`src/rtl/alu_pkg.sv`:
```
// Shared types and constants for the ALU result path: buffer occupancy
// states and the bit positions of the {N,Z,C,V} flag nibble.
package alu_pkg;

    typedef enum logic [1:0] {
        EMPTY = 2'd0,
        ONE   = 2'd1,
        TWO   = 2'd2
    } state_t;

    localparam int FLAG_W = 4;
    localparam int FLAG_N = 3;
    localparam int FLAG_Z = 2;
    localparam int FLAG_C = 1;
    localparam int FLAG_V = 0;

endpackage

```
`src/rtl/sub_result_stage_if.sv`:
```
// Bundle of the result stage's upstream beat, downstream result and sticky
// overflow signals.
//
// Handshake: a beat moves across a port on a rising edge where both valid and
// ready are high. A valid producer holds its data stable until that edge;
// ready may be asserted independently of valid.
interface sub_result_stage_if #(
    parameter int WIDTH = 4
);
    logic             in_valid;
    logic             in_ready;
    logic [WIDTH-1:0] in_sum;
    logic             in_cout;
    logic             in_a_msb;
    logic             in_b_msb;
    logic             out_valid;
    logic             out_ready;
    logic [WIDTH-1:0] out_result;
    logic [3:0]       out_flags;
    logic             clr_sticky;
    logic             sticky_v;

    // Producer/consumer side that surrounds the stage
    modport master (
        output in_valid, in_sum, in_cout, in_a_msb, in_b_msb, out_ready, clr_sticky,
        input  in_ready, out_valid, out_result, out_flags, sticky_v
    );

    // The stage itself
    modport slave (
        input  in_valid, in_sum, in_cout, in_a_msb, in_b_msb, out_ready, clr_sticky,
        output in_ready, out_valid, out_result, out_flags, sticky_v
    );
endinterface

```
`src/rtl/alu_flag_gen.sv`:
```
// Combinational {N,Z,C,V} generation from an adder beat. The B operand MSB is
// the one the adder actually saw, so subtract overflow uses the same rule as add.
module alu_flag_gen
    import alu_pkg::*;
#(
    parameter int WIDTH = 4
) (
    input  logic [WIDTH-1:0]  sum_i,
    input  logic              cout_i,
    input  logic              a_msb_i,
    input  logic              b_msb_i,
    output logic [FLAG_W-1:0] flags_o
);

    // Overflow: operands of equal sign produced a result of the other sign
    always_comb begin
        flags_o         = '0;
        flags_o[FLAG_N] = sum_i[WIDTH-1];
        flags_o[FLAG_Z] = (sum_i == '0);
        flags_o[FLAG_C] = cout_i;
        flags_o[FLAG_V] = (a_msb_i == b_msb_i) && (sum_i[WIDTH-1] != a_msb_i);
    end

endmodule

```
`src/rtl/sub_result_stage.sv`:
```
// Registered result stage behind the subtractor: flags are computed on entry
// and stored with the sum in a two-entry skid buffer (main + skid), so every
// output and in_ready come straight from flops. Also tracks a sticky overflow
// bit for results that have left the stage.
module sub_result_stage
    import alu_pkg::*;
#(
    parameter int WIDTH = 4
) (
    input  logic                clk,
    input  logic                rst,
    sub_result_stage_if.slave   bus,
    output state_t              dbg_state_o
);

    state_t             state_q, state_d;
    logic [WIDTH-1:0]   main_res_q, main_res_d;
    logic [WIDTH-1:0]   skid_res_q, skid_res_d;
    logic [FLAG_W-1:0]  main_flg_q, main_flg_d;
    logic [FLAG_W-1:0]  skid_flg_q, skid_flg_d;
    logic               in_ready_q, in_ready_d;
    logic               sticky_q, sticky_d;

    logic [FLAG_W-1:0]  in_flags;
    logic               out_valid;
    logic               accept;
    logic               pop;

    alu_flag_gen #(.WIDTH(WIDTH)) u_flag_gen (
        .sum_i   (bus.in_sum),
        .cout_i  (bus.in_cout),
        .a_msb_i (bus.in_a_msb),
        .b_msb_i (bus.in_b_msb),
        .flags_o (in_flags)
    );

    // Decoded from the state register only; an illegal code reads as empty
    assign out_valid = (state_q == ONE) || (state_q == TWO);
    assign accept    = bus.in_valid & in_ready_q;
    assign pop       = out_valid & bus.out_ready;

    // Buffer occupancy, data movement, registered in_ready and sticky overflow
    always_comb begin
        state_d    = state_q;
        main_res_d = main_res_q;
        main_flg_d = main_flg_q;
        skid_res_d = skid_res_q;
        skid_flg_d = skid_flg_q;
        case (state_q)
            EMPTY: begin
                if (accept) begin
                    main_res_d = bus.in_sum;
                    main_flg_d = in_flags;
                    state_d    = ONE;
                end
            end
            ONE: begin
                if (accept && pop) begin
                    main_res_d = bus.in_sum;
                    main_flg_d = in_flags;
                end else if (accept) begin
                    skid_res_d = bus.in_sum;
                    skid_flg_d = in_flags;
                    state_d    = TWO;
                end else if (pop) begin
                    state_d    = EMPTY;
                end
            end
            TWO: begin
                // in_ready is low here, so only the drain can happen
                if (pop) begin
                    main_res_d = skid_res_q;
                    main_flg_d = skid_flg_q;
                    state_d    = ONE;
                end
            end
            default: state_d = EMPTY;
        endcase

        in_ready_d = (state_d != TWO);

        // A departing overflow beat beats a simultaneous clear
        sticky_d = sticky_q;
        if (bus.clr_sticky) sticky_d = 1'b0;
        if (pop && main_flg_q[FLAG_V]) sticky_d = 1'b1;
    end

    // State register; reset empties the buffer and drops any held beats
    always_ff @(posedge clk) begin
        if (rst) begin
            state_q    <= EMPTY;
            main_res_q <= '0;
            main_flg_q <= '0;
            skid_res_q <= '0;
            skid_flg_q <= '0;
            in_ready_q <= 1'b1;
            sticky_q   <= 1'b0;
        end else begin
            state_q    <= state_d;
            main_res_q <= main_res_d;
            main_flg_q <= main_flg_d;
            skid_res_q <= skid_res_d;
            skid_flg_q <= skid_flg_d;
            in_ready_q <= in_ready_d;
            sticky_q   <= sticky_d;
        end
    end

    assign bus.in_ready   = in_ready_q;
    assign bus.out_valid  = out_valid;
    assign bus.out_result = main_res_q;
    assign bus.out_flags  = main_flg_q;
    assign bus.sticky_v   = sticky_q;
    assign dbg_state_o    = state_q;

endmodule
```
`src/flat_wrapper.sv`:
```
// flat-port wrapper written by rule: the top's interface ports become plain ports
module sub_result_stage_flat import alu_pkg::*;
#(
    parameter int WIDTH = 4
)
  (clk, rst, dbg_state_o, bus_in_valid, bus_in_sum, bus_in_cout, bus_in_a_msb, bus_in_b_msb, bus_out_ready, bus_clr_sticky, bus_in_ready, bus_out_valid, bus_out_result, bus_out_flags, bus_sticky_v);
  sub_result_stage_if #(.WIDTH(WIDTH)) bus_i ();
  input  logic clk;
  input  logic rst;
  output state_t dbg_state_o;
  input wire logic [$bits(bus_i.in_valid)-1:0] bus_in_valid;
  input wire logic [$bits(bus_i.in_sum)-1:0] bus_in_sum;
  input wire logic [$bits(bus_i.in_cout)-1:0] bus_in_cout;
  input wire logic [$bits(bus_i.in_a_msb)-1:0] bus_in_a_msb;
  input wire logic [$bits(bus_i.in_b_msb)-1:0] bus_in_b_msb;
  input wire logic [$bits(bus_i.out_ready)-1:0] bus_out_ready;
  input wire logic [$bits(bus_i.clr_sticky)-1:0] bus_clr_sticky;
  output wire logic [$bits(bus_i.in_ready)-1:0] bus_in_ready;
  output wire logic [$bits(bus_i.out_valid)-1:0] bus_out_valid;
  output wire logic [$bits(bus_i.out_result)-1:0] bus_out_result;
  output wire logic [$bits(bus_i.out_flags)-1:0] bus_out_flags;
  output wire logic [$bits(bus_i.sticky_v)-1:0] bus_sticky_v;
  assign bus_i.in_valid = bus_in_valid;
  assign bus_i.in_sum = bus_in_sum;
  assign bus_i.in_cout = bus_in_cout;
  assign bus_i.in_a_msb = bus_in_a_msb;
  assign bus_i.in_b_msb = bus_in_b_msb;
  assign bus_i.out_ready = bus_out_ready;
  assign bus_i.clr_sticky = bus_clr_sticky;
  assign bus_in_ready = bus_i.in_ready;
  assign bus_out_valid = bus_i.out_valid;
  assign bus_out_result = bus_i.out_result;
  assign bus_out_flags = bus_i.out_flags;
  assign bus_sticky_v = bus_i.sticky_v;
  sub_result_stage #(.WIDTH(WIDTH)) u_core (.clk(clk), .rst(rst), .bus(bus_i), .dbg_state_o(dbg_state_o));
endmodule
```
`config.mk`:
```
export PLATFORM = sky130hd
export DESIGN_NAME = sub_result_stage_flat
export DESIGN_NICKNAME = d
export VERILOG_FILES = /design/src/rtl/alu_pkg.sv /design/src/rtl/sub_result_stage_if.sv /design/src/rtl/alu_flag_gen.sv /design/src/rtl/sub_result_stage.sv /design/src/flat_wrapper.sv
export SDC_FILE = /design/constraint.sdc
export NUM_CORES = 1
export LEC_CHECK = 0
export CAP_MARGIN = 20
export CORE_ASPECT_RATIO = 1.2
export CORE_MARGIN = 2
export CORE_UTILIZATION = 45
export DETAILED_ROUTE_END_ITERATION = 10
export PLACE_DENSITY = 0.73
export SYNTH_ARGS = -nofsm -noshare
export SYNTH_HDL_FRONTEND = slang
export SYNTH_HIERARCHICAL = 1
export SYNTH_SLANG_ARGS = --single-unit
```
`constraint.sdc`:
```
create_clock -name clk -period 2.2 [get_ports clk]
set_input_delay 0.33 -clock clk [delete_from_list [all_inputs] [get_ports clk]]
set_output_delay 0.33 -clock clk [all_outputs]
set_load 0.05 [all_outputs]
```
==> results.sh <==
export IMPL_outcome="complete, no violations"
export IMPL_cts_sinks=20
export IMPL_rsz0062_at_grt="no"
export IMPL_postCtsSetupRepairBufs=0
export IMPL_whs_endpoint="u_core/bus.sticky_v"
export IMPL_cts_buffers=3
export IMPL_path_class="flop to primary output"
export IMPL_finalMaxSlewViolations=0
export IMPL_root_buffer="clkbuf_4"
export IMPL_wl_mm=2.16
export IMPL_slew_headroom_pct=62.3
export IMPL_grt_pass1_vias=819
export IMPL_post_route_min_period_ns=1.83
export IMPL_wl_per_cell_um=13.3
export IMPL_final_net_count=149
export IMPL_clock_latency_ns=0.29
export IMPL_drc_errors=0
export IMPL_syn_num_nets=127
export IMPL_gr_total_overflow=0
export IMPL_use_met3_pct=2.89
export IMPL_yosysTopAreaCell="dfxtp_1"
export IMPL_critPathSlowestCell="clkdlybuf4s50_1"
export IMPL_postRouteAntennaNets=0
export IMPL_tns_ns=0
export IMPL_cp_start_kind="flop"
export IMPL_ys_flop_type="dfxtp_1"
export IMPL_yosys_top_cells_count="dfxtp_1, nor2_1, inv_1"
export IMPL_antenna_found_initial=0
export IMPL_top_usage_layer="met2"
export IMPL_hold_viol_final=0
export IMPL_grt_util_all_layers_pct=17.3
export IMPL_cts_resized=0
export IMPL_fin_crit_sh_pct=83.1
export IMPL_clkTransAtPathRegs_ns=0.10
export IMPL_total_power_w=0.00115
export IMPL_pwr_density_cell_mw_per_mm2=881
export IMPL_crit_required_ns=1.87
export IMPL_yosysWarnings=6
export IMPL_cpPeakStageDelay_ns=0.82
export IMPL_cts_tree="built"
export IMPL_setup_viol=0
export IMPL_avgViaCountPerCell=5.38
export IMPL_max_cap_violations=0
export IMPL_layout_area_overhead_vs_synth_pct=24.5
export IMPL_ys_seq_area_share_pct=38.3
export IMPL_r2r_start="u_core/dbg_state_o[0]"
export IMPL_p_leak_nw=0.536
export IMPL_holdWs_ns=0.483
export IMPL_core_mm2=0.00226
export IMPL_synth_area_leaders="dfxtp_1, mux2i_1, a311oi_1"
export IMPL_synth_seq_cells=20
export IMPL_hold_buffers=0
export IMPL_cp_max_fo=4
export IMPL_met2_usage_pct=30.7
export IMPL_antenna_cells=0
export IMPL_dpl_hpwl_mm=1.67
export IMPL_crit_family="buffers and inverters"
export IMPL_ctsHtreeMaxLevel=1
export IMPL_syn_avg_cell_area_um2=9.42
export IMPL_start_util_pct=46.3
export IMPL_io_pins=25
export IMPL_die_height_um=56.8
export IMPL_fmax_mhz=547
export IMPL_die_area_mm2=0.00273
export IMPL_async_flop_share_pct=0
export IMPL_cp_num_buf_inv=1
export IMPL_syn_instance_count=111
export IMPL_r2r_cells=6
export IMPL_reg2reg_slack_ns=0.45
export IMPL_rows=19
export IMPL_dr_total_vias=872
export IMPL_min_path_type="flop to flop"
export IMPL_min_path_cells=2
export IMPL_grt_use_met1_pct=18.0
export IMPL_worst_slew_pin_slew_ns=0.565
export IMPL_port_buffers=24
export IMPL_syn_cell_area_mm2=0.00105
export IMPL_critPathCaptureType="primary output"
export IMPL_drt_initial_drc_count=25
export IMPL_hold_path_startpoint="u_core/bus.sticky_v"
export IMPL_finClkSkew_ns=0.00318
export IMPL_die_x_um=48.0
export IMPL_reg2reg_to="u_core/bus.in_ready"
export IMPL_synth_distinct_cells=32
export IMPL_drt_pass1_iterations=4
export IMPL_cp_cell_sequence="clkdlybuf4s50_1"
export IMPL_yosysMostFrequentCell="dfxtp_1"
export IMPL_final_util_pct=57.7
export IMPL_yosysTopAreaCellShare_pct=38.3
export IMPL_drive_gt1_share_pct=13.0
export IMPL_critPathArrivalTime_ns=1.50
export IMPL_globalplace_congestion=0.811
export IMPL_synth_edf_count=0
export IMPL_grt_pass1_wl_mm=3.36
export IMPL_cts_path_max_buffers=2
export IMPL_vdd_drop_max_v=0.000675
export IMPL_grt_max_degree=20
## area by class of cell
type	instances	area, µm²
clock buffer	3	22.5
tap	31	38.8
sequential	20	403
multi-input combinational	72	548
timing repair buffer	26	253
fill	215	956
inverter	10	37.5
## flip-flops by register name, indices dropped and copies added (netlist names)
register	cells
u_core/bus.in_ready	1
u_core/bus.out_flags	4
u_core/bus.out_result	4
u_core/bus.sticky_v	1
u_core/dbg_state_o	2
u_core/skid_flg_q	4
u_core/skid_res_q	4
## metrics by stage
step | cell area, µm² | setup slack [ns] | instances
floorplan | 1050 | 0.197 | 111
global placement | 1280 | 0.403 | 159
CTS | 1300 | 0.351 | 162
detailed placement | 1280 | 0.352 | 159
global route | 1300 | 0.297 | 162
finish | 1300 | 0.371 | 162
## power by group
part	internal (W)	switching, W
registers	0.000420	0.0000371
logic	0.000204	0.000327
clock network	0.0000636	0.0000957
## placed cells by master (no fill, tap or decap), types with 2 or more instances in the layout
master,synthesis,layout
a311oi_1,8,8
and2_4,2,2
buf_4,5,3
clkbuf_4,0,3
clkdlybuf4s50_1,0,23
dfxtp_1,20,18
dfxtp_2,0,2
ha_1,4,3
inv_1,10,10
mux2i_1,8,8
nand2_1,5,5
nand2b_1,2,2
nor2_1,16,16
o21ai_0,2,2
o22a_1,8,8
## routing by layer
layer / up-vias / routed length (µm)
met4: 0 / 16
met3: 2 / 89
met5: - / 0
met1: 418 / 842
li1: 428 / -
met2: 24 / 1210
## kinds of logic (layout without fill, tap and decap cells)
| logic type | after synthesis | after routing | synth area share (%) |
|---|---|---|---|
| XOR/XNOR | 1 | 1 | 0.837 |
| AND/OR/NAND/NOR | 31 | 31 | 15.7 |
| flip-flops | 20 | 20 | 38.3 |
| adder cells (fa/ha/maj) | 4 | 4 | 4.78 |
| AO/OA/AOI/OAI | 28 | 28 | 23.2 |
| buffers and inverters | 19 | 39 | 9.57 |
| multiplexers | 8 | 8 | 7.66 |
## worst max path at each step
stage | start | endpoint | slack, ns | cells after the start
after global placement | bus_out_ready | u_core/bus.in_ready | 0.40 | 6
after detailed placement | bus_out_ready | u_core/bus.in_ready | 0.35 | 6
after global routing | u_core/bus.in_ready | bus_in_ready | 0.30 | 1
final | u_core/bus.in_ready | bus_in_ready | 0.37 | 1
after CTS | u_core/bus.in_ready | bus_in_ready | 0.35 | 1
after floorplan | u_core/dbg_state_o[0] | u_core/bus.out_flags[1] | 0.20 | 7
No activity file was read; power rests on OpenSTA's default activity.
